## config.mk

```make
export PLATFORM = sky130hd
export DESIGN_NAME = reg_pipe_hs
export DESIGN_NICKNAME = d
export VERILOG_FILES = /design/src/rtl/reg_pipe_hs.sv
export SDC_FILE = /design/constraint.sdc
export NUM_CORES = 1
export LEC_CHECK = 0
export ABC_AREA = 1
export CORE_MARGIN = 3
export CORE_UTILIZATION = 42
export CTS_BUF_LIST = sky130_fd_sc_hd__clkbuf_16
export DETAILED_ROUTE_END_ITERATION = 7
export HOLD_SLACK_MARGIN = 0.03
export PLACE_DENSITY = 0.73
export SETUP_SLACK_MARGIN = 0.02
export SLEW_MARGIN = 20
export SYNTH_ARGS = -nofsm -noshare
export SYNTH_HDL_FRONTEND = slang
export SYNTH_SLANG_ARGS = --single-unit
export TNS_END_PERCENT = 100
```

## constraint.sdc

```tcl
create_clock -name CLK -period 1.1 [get_ports CLK]
set_input_delay 0.22 -clock CLK [delete_from_list [all_inputs] [get_ports CLK]]
set_output_delay 0.22 -clock CLK [all_outputs]
set_load 0.02 [all_outputs]
```

## src/rtl/reg_pipe_hs.sv

```systemverilog
// reg_pipe_hs: DEPTH-stage WIDTH-bit pipeline register with a valid bit per stage
// and valid/ready handshakes at both ends. Bubbles collapse and a full pipeline
// keeps streaming at one word per cycle, because ready passes straight through
// from the output to the input. All state changes on the falling edge of CLK.
// CLR empties the pipeline synchronously and leaves the data registers as they are.
module reg_pipe_hs #(
    parameter int WIDTH = 8,
    parameter int DEPTH = 2
) (
    input  logic                         CLK,
    input  logic                         RST,
    input  logic                         CLR,
    input  logic                         IN_VALID,
    output logic                         IN_READY,
    input  logic [WIDTH-1:0]             D,
    output logic                         OUT_VALID,
    input  logic                         OUT_READY,
    output logic [WIDTH-1:0]             Q,
    output logic [$clog2(DEPTH+1)-1:0]   COUNT
);

    localparam int CW = $clog2(DEPTH+1);

    logic [WIDTH-1:0] data_q [DEPTH];
    logic [WIDTH-1:0] data_d [DEPTH];
    logic [DEPTH-1:0] valid_q;
    logic [DEPTH-1:0] valid_d;
    logic [CW-1:0]    count_q;
    logic [CW-1:0]    count_d;

    logic [DEPTH-1:0] adv;
    logic [DEPTH-1:0] take;
    logic             in_fire;
    logic             out_fire;

    // Advance chain: a stage moves on when its word can leave, either because
    // the next stage is empty or because that stage is itself moving on.
    // The chain resolves from the output stage back toward the input.
    always_comb begin
        // NOTE: combinational blocks use blocking '=' and give every output a
        // default first, so later statements see updated values and no latch is inferred.
        adv          = '0;
        adv[DEPTH-1] = valid_q[DEPTH-1] & OUT_READY;
        for (int k = DEPTH - 2; k >= 0; k--) begin
            adv[k] = valid_q[k] & (~valid_q[k+1] | adv[k+1]);
        end
        // A flush freezes every transfer, including moves between stages.
        if (CLR) begin
            adv = '0;
        end
    end

    assign IN_READY  = ~CLR & (~valid_q[0] | adv[0]);
    assign OUT_VALID = valid_q[DEPTH-1] & ~CLR;
    assign Q         = data_q[DEPTH-1];
    assign COUNT     = count_q;

    assign in_fire  = IN_VALID & IN_READY;
    assign out_fire = adv[DEPTH-1];

    // Load strobes: stage 0 takes the input word, each later stage takes the
    // word that its predecessor is advancing.
    always_comb begin
        take    = '0;
        take[0] = in_fire;
        for (int k = 1; k < DEPTH; k++) begin
            take[k] = adv[k-1];
        end
    end

    // Next state: shift the words, update the valid bits, and track the
    // occupancy from the two end transfers.
    always_comb begin
        data_d  = data_q;
        valid_d = take | (valid_q & ~adv);
        count_d = count_q;

        if (take[0]) begin
            data_d[0] = D;
        end
        for (int k = 1; k < DEPTH; k++) begin
            if (take[k]) begin
                data_d[k] = data_q[k-1];
            end
        end

        unique case ({in_fire, out_fire})
            2'b10:   count_d = count_q + CW'(1);
            2'b01:   count_d = count_q - CW'(1);
            default: count_d = count_q;
        endcase

        if (CLR) begin
            valid_d = '0;
            count_d = '0;
        end
    end

    // State registers, updated on the falling edge with an asynchronous reset.
    always_ff @(negedge CLK or posedge RST) begin
        // NOTE: the data array is reset too, because Q has to read zero straight
        // out of reset and not only once a word has reached the last stage.
        if (RST) begin
            data_q  <= '{default: '0};
            valid_q <= '0;
            count_q <= '0;
        end else begin
            data_q  <= data_d;
            valid_q <= valid_d;
            count_q <= count_d;
        end
    end

endmodule

```

==> results of run 1 <==
[worst register-to-register path, cell delays in order (launching register included)]
cell and delay (ps):
dfrtn_1 400, inv_2 60, nor2_4 130, a21oi_4 90, buf_4 140, buf_6 110, nand2_4 70, buf_12 120
buf_12 130, buf_6 110, a21oi_2 50
[worst max path at each step]
| stage | from | end | slack, ps | depth (start not counted) |
|---|---|---|---|---|
| 2_1_floorplan | OUT_READY | data_q[15]$_DFFE_NP0P_ | -510 | 6 |
| 3_3_place_gp | OUT_READY | Q[6]$_DFFE_NP0P_ | -980 | 4 |
| 3_5_place_dp | OUT_READY | data_q[13]$_DFFE_NP0P_ | -1020 | 7 |
| 4_1_cts | valid_q[1]$_DFF_NP0_ | IN_READY | -740 | 4 |
| 5_1_grt | valid_q[1]$_DFF_NP0_ | IN_READY | -800 | 4 |
| 6_report | valid_q[1]$_DFF_NP0_ | IN_READY | -770 | 4 |
[cell type report]
cell class / count / area, um2
clock inverter: 1 / 30.0
timing repair buffer: 55 / 616
inverter: 14 / 60.1
tap: 27 / 33.8
sequential: 20 / 500
multi-input combinational: 56 / 437
clock buffer: 3 / 75.1
fill: 97 / 310
[state kept, by name, summed over array words and instances (netlist names)]
name     cells
Q            8
valid_q      2
data_q       8
COUNT        2
[cells in the final DEF, fill, tap and decap left out, drive strengths merged]
| master | n |
|---|---|
| o21a | 1 |
| xnor2 | 1 |
| o21ai | 8 |
| buf | 45 |
| nand4 | 2 |
| dlygate4sd2 | 1 |
| bufinv | 1 |
| nor2 | 10 |
| dfrtn | 20 |
| clkdlybuf4s50 | 9 |
| nand3 | 2 |
| o211ai | 3 |
| inv | 14 |
| a21oi | 11 |
| nand2 | 18 |
| clkbuf | 3 |
[cell usage after synthesis]
library cell,count,area share
dfrtn_1,20,0.52
nand2_1,16,0.063
inv_1,12,0.047
a21oi_2,10,0.091
buf_4,8,0.063
o21ai_0,8,0.042
nor2_1,7,0.027
nor2_2,3,0.020
buf_6,2,0.023
inv_2,2,0.0078
nand4_1,2,0.013
a21oi_4,1,0.017
nand2_2,1,0.0065
nand2_4,1,0.012
nand3_1,1,0.0052
nand3_2,1,0.010
o211ai_2,1,0.013
o21a_1,1,0.0078
xnor2_1,1,0.0091
[power by group]
part	internal (mW)	switching, mW	leakage [nW]	total [mW]
clock	0.722	0.280	0.0511	1.00
combinational	0.479	0.454	0.562	0.933
sequential	0.879	0.0917	0.239	0.971
total	2.08	0.826	0.852	2.91
[timing repair]
item,in CTS,in global routing
pin swaps,17,11
hold buffers,0,0
cloned,2,0
endpoints found under the setup margin,32,32
gates resized for setup,120,9
endpoints found under the hold margin,0,0
buffers inserted,13,4
[per-layer routing]
metal / vias to the layer above / wire length [um]
li1: 415 / -
met1: 477 / 1340
met2: 39 / 1840
met3: 9 / 184
met4: 0 / 68
met5: - / 0
[stage by stage]
| step | utilization | power [mW] | setup slack (ps) | instances | instance area, um2 |
|---|---|---|---|---|---|
| final | 0.850 | 2.91 | -772 | 176 | 1750 |
| after detailed placement | 0.635 | 1.65 | -1020 | 154 | 1310 |
| after floorplan | - | 1.45 | -515 | 98 | 1010 |
| after global placement | 0.635 | 1.62 | -982 | 154 | 1310 |
| after global routing | 0.850 | 3.01 | -801 | 176 | 1750 |
| after CTS | 0.818 | 2.81 | -740 | 173 | 1690 |
[logic make-up (layout without fill, tap and decap cells)]
group | count (synthesis) | in the layout | share of synthesized area
compound gates | 21 | 23 | 0.171
xor+xnor | 1 | 1 | 0.00914
buf+inv | 24 | 73 | 0.141
flops | 20 | 20 | 0.522
simple gates | 32 | 32 | 0.157
==> summary.md, run 1 <==
## Setup path
• Critical Path Sink Type: primary output
• Startpoint Class: flip-flop
• classification of the worst setup path: reg2out
• required time of the critical path: 880 ps
• series of cell instances along the critical path: inv_2 -> nor2_4 -> a21oi_4 -> buf_6
• Crit Reg-Reg Startpoint: valid_q[1]$_DFF_NP0_
• destination of the worst register-to-register timing path: valid_q[0]$_DFF_NP0_
• cell with the largest stage delay on the worst path: dfrtn_1
• cell type group with the largest total delay on the critical path: flip-flops
• R2R depth: 10
• data arrival time of the critical path: 1650 ps
• critical-path maximum fanout: 3
• longest individual stage delay on the worst path: 400 ps
• CP bufs+invs: 2
• reg-to-reg slack, setup: -470 ps

## Synth
• Post-Synthesis Mean Instance Area: 9.78 um2
• net count after synthesis: 111
• Synth warnings: 0
• Distinct cells, synth: 19
• post-synthesis instance area: 958 um2
• Syn Inst Count: 98
• number of synthesized register bits: 20
• proportion of synthesized chip area in sequential cells: 0.522

## GRT
• maximum number of pins on one net before global-route repair: 21
• routing usage on met1: 0.284
• global routing's busiest layer: met2
• via count of the first global-routing pass: 985
• all-layer global routing usage: 0.262
• met3 global-route usage: 0.0693
• gr ovfl total: 0
• first-pass GRT wire length: 5080 um
• met2 capacity usage during global routing: 0.476
• initial antenna violation count: 0

## Clock tree
• source-to-sink clock delay at the later pin of the worst-skew pair: 280 ps
• CTS H-tree lvls: 1
• number of CTS-inserted buffers: 3
• CTS tree: done
• worst-case clock buffer depth: 2
• clock sink count: 20
• clock transition at the register clock pins on the worst setup and hold paths after CTS: 40 ps
• clock root cell: clkbuf_16

## Place
• final HPWL from detailed placement: 1380 um
• total of buffers placed on input and output ports: 24
• global placement routability congestion: 0.764

## Floorplan
• Chip Width: 53.8 um
• Placeable Area: 2060 um2
• number of rows created at floorplan: 16
• floorplan die height: 53.8 um
• Initial Utilization: 0.465
• total die area: 2890 um2
• I/O pin total: 25

## STA
• crit path setup slack, layout: -772 ps
• setup-violating endpoint count in the final report: 31
• worst-case clock skew: 2.57 ps
• final hold violation count: 0
• setup_tns: -14520 ps
• Post-Route Hold Slack: 474 ps
• unrepaired setup endpoints after global routing: true
• count of pins over their slew limit: 0
• max_slew headroom: 0.835
• slew of the pin with the lowest slew margin: 246 ps

## Power and ir drop
• worst vdd rail ir drop: 1.35 mV
• leakage dissipation: 0.852 nW
• Power Dens Cells: 1660 nW/um2

## Min path
• worst hold stages: 2
• endpoint of the worst hold-timing path: Q[1]$_DFFE_NP0P_
• critical hold path startpoint: data_q[9]$_DFFE_NP0P_
• Hold/Removal Path Class: reg2reg

## Finish
• Area growth, synth to finish: 82.8%
• net count of the finished layout: 163
• number of antenna repair diodes: 0
• layout cell share with drive strength beyond 1: 0.564

## Status
• outcome: complete, but fails checks
• violations in the final reports: negative setup slack

## Run
• reported max-cap violation count: 0

## Detailed routing
• wirelength, routed: 3430 um
• drt initial violations: 28
• total via count after detailed routing: 940
• mean number of vias per cell: 5.34
• DRT Pass-1 Iters: 4
• Avg WL per Cell: 19.5 um
• post-route ant nets: 0
• final routed DRC violation total: 0

No activity file was read; power rests on OpenSTA's default activity.
==> run 2: changes to the inputs <==
--- a/config.mk
+++ b/config.mk
@@ -5,13 +5,12 @@
 export SDC_FILE = /design/constraint.sdc
 export NUM_CORES = 1
 export LEC_CHECK = 0
-export ABC_AREA = 1
 export CORE_MARGIN = 3
-export CORE_UTILIZATION = 42
+export CORE_UTILIZATION = 46
 export CTS_BUF_LIST = sky130_fd_sc_hd__clkbuf_16
 export DETAILED_ROUTE_END_ITERATION = 7
 export HOLD_SLACK_MARGIN = 0.03
-export PLACE_DENSITY = 0.73
+export PLACE_DENSITY = 0.76
 export SETUP_SLACK_MARGIN = 0.02
 export SLEW_MARGIN = 20
 export SYNTH_ARGS = -nofsm -noshare
==> constraint.sdc (replaced) <==
create_clock -name CLK -period 1.74 [get_ports CLK]
set_input_delay 0.348 -clock CLK [delete_from_list [all_inputs] [get_ports CLK]]
set_output_delay 0.348 -clock CLK [all_outputs]
set_load 0.02 [all_outputs]
==> run 2 against run 1 <==
The run still ends with negative setup slack left. Wire length is 25% lower. Final cell count is 20% lower. Critical path depth is the same. Synthesized cell count is 29% lower. Clock power shrank 37%. Combinational power decreased by 32%. Critical endpoint unchanged. Highest routed layer unchanged.
==> summary.md, run 2 <==
## Status
• outcome: complete, but fails checks
• violations in the final reports: negative setup slack

## STA
• final hold violation count: 0, unchanged
• max_slew headroom: 0.853, +0.0173
• slew of the pin with the lowest slew margin: 221 ps, -25.2 ps
• worst-case clock skew: 2.51 ps, -0.0542 ps
• unrepaired setup endpoints after global routing: true
• setup-violating endpoint count in the final report: 30, -3.2%
• crit path setup slack, layout: -641 ps, +131 ps
• count of pins over their slew limit: 0, unchanged

## GRT
• initial antenna violation count: 0, unchanged
• first-pass GRT wire length: 3860 um, -24%
• via count of the first global-routing pass: 734, -25%
• gr ovfl total: 0, unchanged
• maximum number of pins on one net before global-route repair: 21, unchanged
• all-layer global routing usage: 0.208, -0.0548

## Place
• instance area at placement: 1280 um2, -2.0%
• global placement routability congestion: 0.752, -1.5%
• total of buffers placed on input and output ports: 24, unchanged
• DP Worst Slack: -1090 ps, -65.9 ps
• final HPWL from detailed placement: 1430 um, +4.1%

## Floorplan
• number of rows created at floorplan: 15, -1
• Placeable Area: 1840 um2, -11%
• I/O pin total: 25, unchanged
• floorplan die height: 51.3 um, -4.6%
• Chip Width: 51.3 um, -4.6%
• total die area: 2630 um2, -8.9%
• Initial Utilization: 0.514, +0.0488

## Setup path
• data arrival time of the critical path: 2030 ps, +380 ps
• critical-path maximum fanout: 2, -1
• classification of the worst setup path: reg2out
• required time of the critical path: 1390 ps, +510 ps
• Critical Path Sink Type: primary output
• Startpoint Class: flip-flop

## Synth
• number of synthesized flops with an enable pin: 0, unchanged
• Synth warnings: 0, unchanged
• Distinct cells, synth: 22, +3
• net count after synthesis: 83, -25%
• top post-synthesis cells by count: 20 x dfrtn_1, 9 x mux2_2, 8 x buf_4, 8 x mux2_4
• most frequently used flop master after synthesis: dfrtn_1
• leading post-synthesis cells by cell area: dfrtn_1 53%, mux2_4 13%, mux2_2 11%
• proportion of synthesized chip area in sequential cells: 0.530, +0.00761
• largest area contributor in the synthesized netlist: dfrtn_1
• share of async-settable or async-resettable flops after synthesis: 1.00, unchanged
• top-area cell type share of the netlist area: 0.530, +0.00761
• Syn Inst Count: 70, -29%
• number of synthesized register bits: 20, unchanged
• leading cell type by number of instances after synthesis: dfrtn_1
• Post-Synthesis Mean Instance Area: 13.5 um2, +38%
• post-synthesis instance area: 945 um2, -1.4%

## Finish
• total non-filler cell area in the finished layout: 1580 um2, -9.6%
• layout cell share with drive strength beyond 1: 0.626, +0.0623
• commonest non-fill, non-tap cells in the layout: 23 x buf_4, 20 x dfrtn_1, 17 x mux2_4, 16 x buf_6, 9 x clkdlybuf4s50_1
• number of antenna repair diodes: 0, unchanged
• Filler Cells Inserted: 86, -11%
• net count of the finished layout: 129, -21%
• Area growth, synth to finish: 67.7%
• commonest non-fill, non-tap cell in the layout: buf_4

## Power and ir drop
• worst vdd rail ir drop: 0.901 mV, -33%
• Power Dens Cells: 1210 nW/um2, -27%
• leakage dissipation: 0.784 nW, -8.0%
• Total Power Consumption: 1.91 mW, -34%

## Detailed routing
• final routed DRC violation total: 0, unchanged
• post-route ant nets: 0, unchanged
• drt initial violations: 4, -86%
• DRT Pass-1 Iters: 4, unchanged
• Avg WL per Cell: 18.4 um, -5.8%
• total via count after detailed routing: 709, -25%
• mean number of vias per cell: 5.06, -5.2%
• wirelength, routed: 2570 um, -25%

## Clock tree
• clock root cell: clkbuf_16
• source-to-sink clock delay at the later pin of the worst-skew pair: 280 ps, about the same
• CTS H-tree lvls: 1, unchanged
• clock sink count: 20, unchanged
• number of CTS-inserted buffers: 3, unchanged
• Hold-fix buffers, CTS: 0, unchanged
• worst-case clock buffer depth: 2, unchanged
• CTS tree: done
• clock transition at the register clock pins on the worst setup and hold paths after CTS: 50 ps, about the same

## Run
• reported max-cap violation count: 0, unchanged

## Min path
• Hold/Removal Path Class: reg2reg

-- run 2: cell types whose count changed after synthesis, moves of 2 or more --
| cell | previous run | this run |
|---|---|---|
| nor2_1 | 7 | 3 |
| nand2_1 | 16 | 1 |
| inv_2 | 2 | 0 |
| a21oi_2 | 10 | 0 |
| nor2_2 | 3 | 0 |
| a21oi_1 | 0 | 2 |
| inv_1 | 12 | 2 |
| mux2_4 | 0 | 8 |
| o21ai_0 | 8 | 2 |
| nand4_1 | 2 | 0 |
| nor2b_1 | 0 | 3 |
| mux2_2 | 0 | 9 |
-- run 2: kinds of logic after synthesis --
logic type,after synthesis,share of synthesized area
AOI/OAI and AO/OA,8,0.0517
buffers and inverters,12,0.0887
DFF,20,0.530
muxes,17,0.234
and+or+nand+nor,13,0.0954
-- run 2: final cells by class --
type                            instances  area (um2)  share of cell area
Clock inverter                          1        30.0              0.0190
Multi-Input combinational cell         38         447               0.282
Inverter                                2        7.51             0.00474
Clock buffer                            3        75.1              0.0474
Tap cell                               25        31.3              0.0197
Sequential cell                        20         500               0.316
Timing Repair Buffer                   51         493               0.311
-- run 2: per-layer routing --
layer,share of wire,global-route usage,up-vias
met5,0,0,-
met4,0.035,0.0480,0
met3,0.049,0.0583,8
met2,0.48,0.371,26
met1,0.44,0.245,349
li1,-,-,326
-- run 2: critical path, stage by stage (launching register included) --
cell and delay [ps]:
dfrtn_1 430, nor2b_4 170, buf_6 110, a21oi_2 50
buf_6 130
-- run 2: per-stage QoR --
stage | cells | utilization | hold slack, ps | setup TNS (ps)
CTS | 136 | 0.830 | 453 | -9200
global placement | 126 | 0.697 | 441 | -25760
floorplan | 70 | - | 436 | -8870
detailed placement | 126 | 0.697 | 453 | -26190
global route | 140 | 0.861 | 463 | -10420
finish | 140 | 0.861 | 459 | -9800
-- run 2: timing repair --
item | in CTS | in global routing
endpoints found under the setup margin | 32 | 31
gates cloned | 0 | 0
buffers inserted | 6 | 4
gates resized for setup | 108 | 8
pin swaps | 6 | 1
-- run 2: where the power goes --
group / internal (mW) / switching (mW) / total, mW
sequential: 0.570 / 0.0740 / 0.644
clock: 0.456 / 0.177 / 0.634
combinational: 0.403 / 0.231 / 0.634
-- run 2: path summary, 6_finish.rpt --
| check | start | to | slack [ps] | cells after the start |
|---|---|---|---|---|
| setup / recovery | valid_q[1]$_DFF_NP0_ | IN_READY | -640 | 4 |
| hold reg to reg | data_q[12]$_DFFE_NP0P_ | Q[4]$_DFFE_NP0P_ | 460 | 1 |
| hold / removal | data_q[12]$_DFFE_NP0P_ | Q[4]$_DFFE_NP0P_ | 460 | 1 |
| setup reg to reg | valid_q[0]$_DFF_NP0_ | Q[1]$_DFFE_NP0P_ | 160 | 4 |
| max in group asynchronous | RST | data_q[12]$_DFFE_NP0P_ | 440 | 3 |
| min in group asynchronous | RST | Q[6]$_DFFE_NP0P_ | 1140 | 3 |
==> run 3: changes to the inputs <==
--- a/config.mk
+++ b/config.mk
@@ -5,12 +5,13 @@
 export SDC_FILE = /design/constraint.sdc
 export NUM_CORES = 1
 export LEC_CHECK = 0
+export CORE_ASPECT_RATIO = 0.7
 export CORE_MARGIN = 3
 export CORE_UTILIZATION = 46
 export CTS_BUF_LIST = sky130_fd_sc_hd__clkbuf_16
 export DETAILED_ROUTE_END_ITERATION = 7
 export HOLD_SLACK_MARGIN = 0.03
-export PLACE_DENSITY = 0.76
+export PLACE_DENSITY_LB_ADDON = 0.05
 export SETUP_SLACK_MARGIN = 0.02
 export SLEW_MARGIN = 20
 export SYNTH_ARGS = -nofsm -noshare
==> run 3 against run 2 <==
The run still ends with negative setup slack left. Clock-buffer cell count is the same. Clock power decreased by 28%. Sequential share of layout area rose by 0.23 points. Final cell count down 0.71%. Worst hold slack got worse by 5.4 ps. Non-clock buffer count grew 3. Sequential cell count did not move. Wire length is 12% lower. Combinational power rose by 2%. Critical endpoint unchanged. Largest power group is now combinational logic. Highest routed layer unchanged.
==> summary.md, run 3 (synthesis gave the netlist of run 2 again) <==
## Power and ir drop
• Total Power Consumption: 1.74 mW, -9.0%
• worst vdd rail ir drop: 1.25 mV, +39%
• leakage dissipation: 0.785 nW, +0.12%
• Power Dens Cells: 1110 nW/um2, -8.3%

## Setup path
• classification of the worst setup path: reg2out
• Startpoint Class: flip-flop
• data arrival time of the critical path: 2020 ps, about the same
• Critical Path Sink Type: primary output
• critical-path maximum fanout: 2, unchanged
• required time of the critical path: 1390 ps, about the same

## GRT
• initial antenna violation count: 0, unchanged
• via count of the first global-routing pass: 788, +7.4%
• gr ovfl total: 0, unchanged
• maximum number of pins on one net before global-route repair: 21, unchanged
• first-pass GRT wire length: 3640 um, -5.9%
• all-layer global routing usage: 0.191, -0.0171

## Floorplan
• I/O pin total: 25, unchanged
• Chip Width: 60.2 um, +17%
• Initial Utilization: 0.496, -0.0172
• floorplan die height: 43.9 um, -14%
• Placeable Area: 1900 um2, +3.5%
• total die area: 2640 um2, +0.34%
• number of rows created at floorplan: 13, -2

## Finish
• commonest non-fill, non-tap cell in the layout: buf_4
• layout cell share with drive strength beyond 1: 0.632, +0.00639
• number of antenna repair diodes: 0, unchanged
• Area growth, synth to finish: 66.5%
• commonest non-fill, non-tap cells in the layout: 26 x buf_4, 20 x dfrtn_1, 17 x mux2_4, 16 x buf_6, 9 x clkdlybuf4s50_1
• net count of the finished layout: 132, +2.3%
• total non-filler cell area in the finished layout: 1570 um2, -0.71%

## STA
• crit path setup slack, layout: -624 ps, +17.3 ps
• final hold violation count: 0, unchanged
• unrepaired setup endpoints after global routing: true
• worst-case clock skew: 2.09 ps, -0.420 ps
• count of pins over their slew limit: 0, unchanged
• max_slew headroom: 0.834, -0.0184
• setup-violating endpoint count in the final report: 30, unchanged
• slew of the pin with the lowest slew margin: 248 ps, +27.5 ps

## Detailed routing
• post-route ant nets: 0, unchanged
• drt initial violations: 7, +3
• mean number of vias per cell: 5.03, -0.70%
• final routed DRC violation total: 0, unchanged
• Avg WL per Cell: 16.2 um, -12%
• total via count after detailed routing: 699, -1.4%
• wirelength, routed: 2260 um, -12%
• DRT Pass-1 Iters: 4, unchanged

## Clock tree
• number of CTS-inserted buffers: 3, unchanged
• clock root cell: clkbuf_16
• clock sink count: 20, unchanged
• CTS tree: done
• CTS H-tree lvls: 1, unchanged
• source-to-sink clock delay at the later pin of the worst-skew pair: 280 ps, about the same
• clock transition at the register clock pins on the worst setup and hold paths after CTS: 40 ps, about the same
• worst-case clock buffer depth: 2, unchanged

## Place
• total of buffers placed on input and output ports: 24, unchanged
• global placement routability congestion: 0.740, -1.7%
• final HPWL from detailed placement: 1280 um, -11%
• instance area at placement: 1290 um2, +0.29%

## Min path
• Hold/Removal Path Class: reg2reg

## Run
• reported max-cap violation count: 0, unchanged

## Status
• outcome: complete, but fails checks
• violations in the final reports: negative setup slack

[run 3: changes by cell type in the layout (fill, tap and decap cells not counted), sizes merged]
| cell | previous run | this run |
|---|---|---|
| bufinv | 1 | 0 |
| buf | 42 | 45 |
[run 3: area by class of cell]
cell class | count | area [um2]
Timing Repair Buffer | 54 | 505
Sequential cell | 20 | 500
Multi-Input combinational cell | 38 | 457
Fill cell | 93 | 330
Clock buffer | 3 | 75.1
Tap cell | 22 | 27.5
Inverter | 2 | 7.51
[run 3: critical path, stage by stage (launching register included)]
cell and delay, ps:
dfrtn_1 400, nor2b_4 170, buf_6 120, a21oi_4 40
buf_6 130
[run 3: timing repair]
action                     CTS  global route
hold buffers                 0             0
gates resized for setup    111             3
pin swaps                    5             3
setup buffers                7             6
setup endpoints to repair   32            30
[run 3: worst paths after layout]
kind / endpoint / slack [ps] / cells past startpoint / startpoint
worst max register to register: Q[1]$_DFFE_NP0P_ / 150 / 3 / valid_q[0]$_DFF_NP0_
max in group asynchronous: data_q[9]$_DFFE_NP0P_ / 430 / 3 / RST
worst max-delay path: IN_READY / -620 / 4 / valid_q[1]$_DFF_NP0_
min in group asynchronous: Q[7]$_DFFE_NP0P_ / 1150 / 3 / RST
worst min register to register: Q[5]$_DFFE_NP0P_ / 450 / 1 / data_q[13]$_DFFE_NP0P_
worst min-delay path: Q[5]$_DFFE_NP0P_ / 450 / 1 / data_q[13]$_DFFE_NP0P_
[run 3: metrics by stage]
step,worst slack (ps),hold WS [ps],TNS (ps),cells,utilization
2_1_floorplan,-542,436,-8870,70,-
3_3_place_gp,-1080,441,-25840,124,0.676
3_5_place_dp,-1110,452,-26370,124,0.676
4_1_cts,-598,456,-9560,134,0.801
5_1_grt,-651,467,-11240,139,0.826
6_report,-624,454,-10360,139,0.826
[run 3: metal layers]
layer	GRT usage	up-vias	part of all wire	routed length, um
li1	-	330	-	-
met1	0.232	340	0.42	959
met2	0.310	23	0.51	1150
met3	0.0744	6	0.053	119
met4	0.0619	0	0.013	29
met5	0	-	0	0
[run 3: power breakdown]
group          total (mW)  internal (mW)  switching, mW
clock               0.456          0.302          0.154
combinational       0.649          0.420          0.229
sequential          0.635          0.570         0.0651
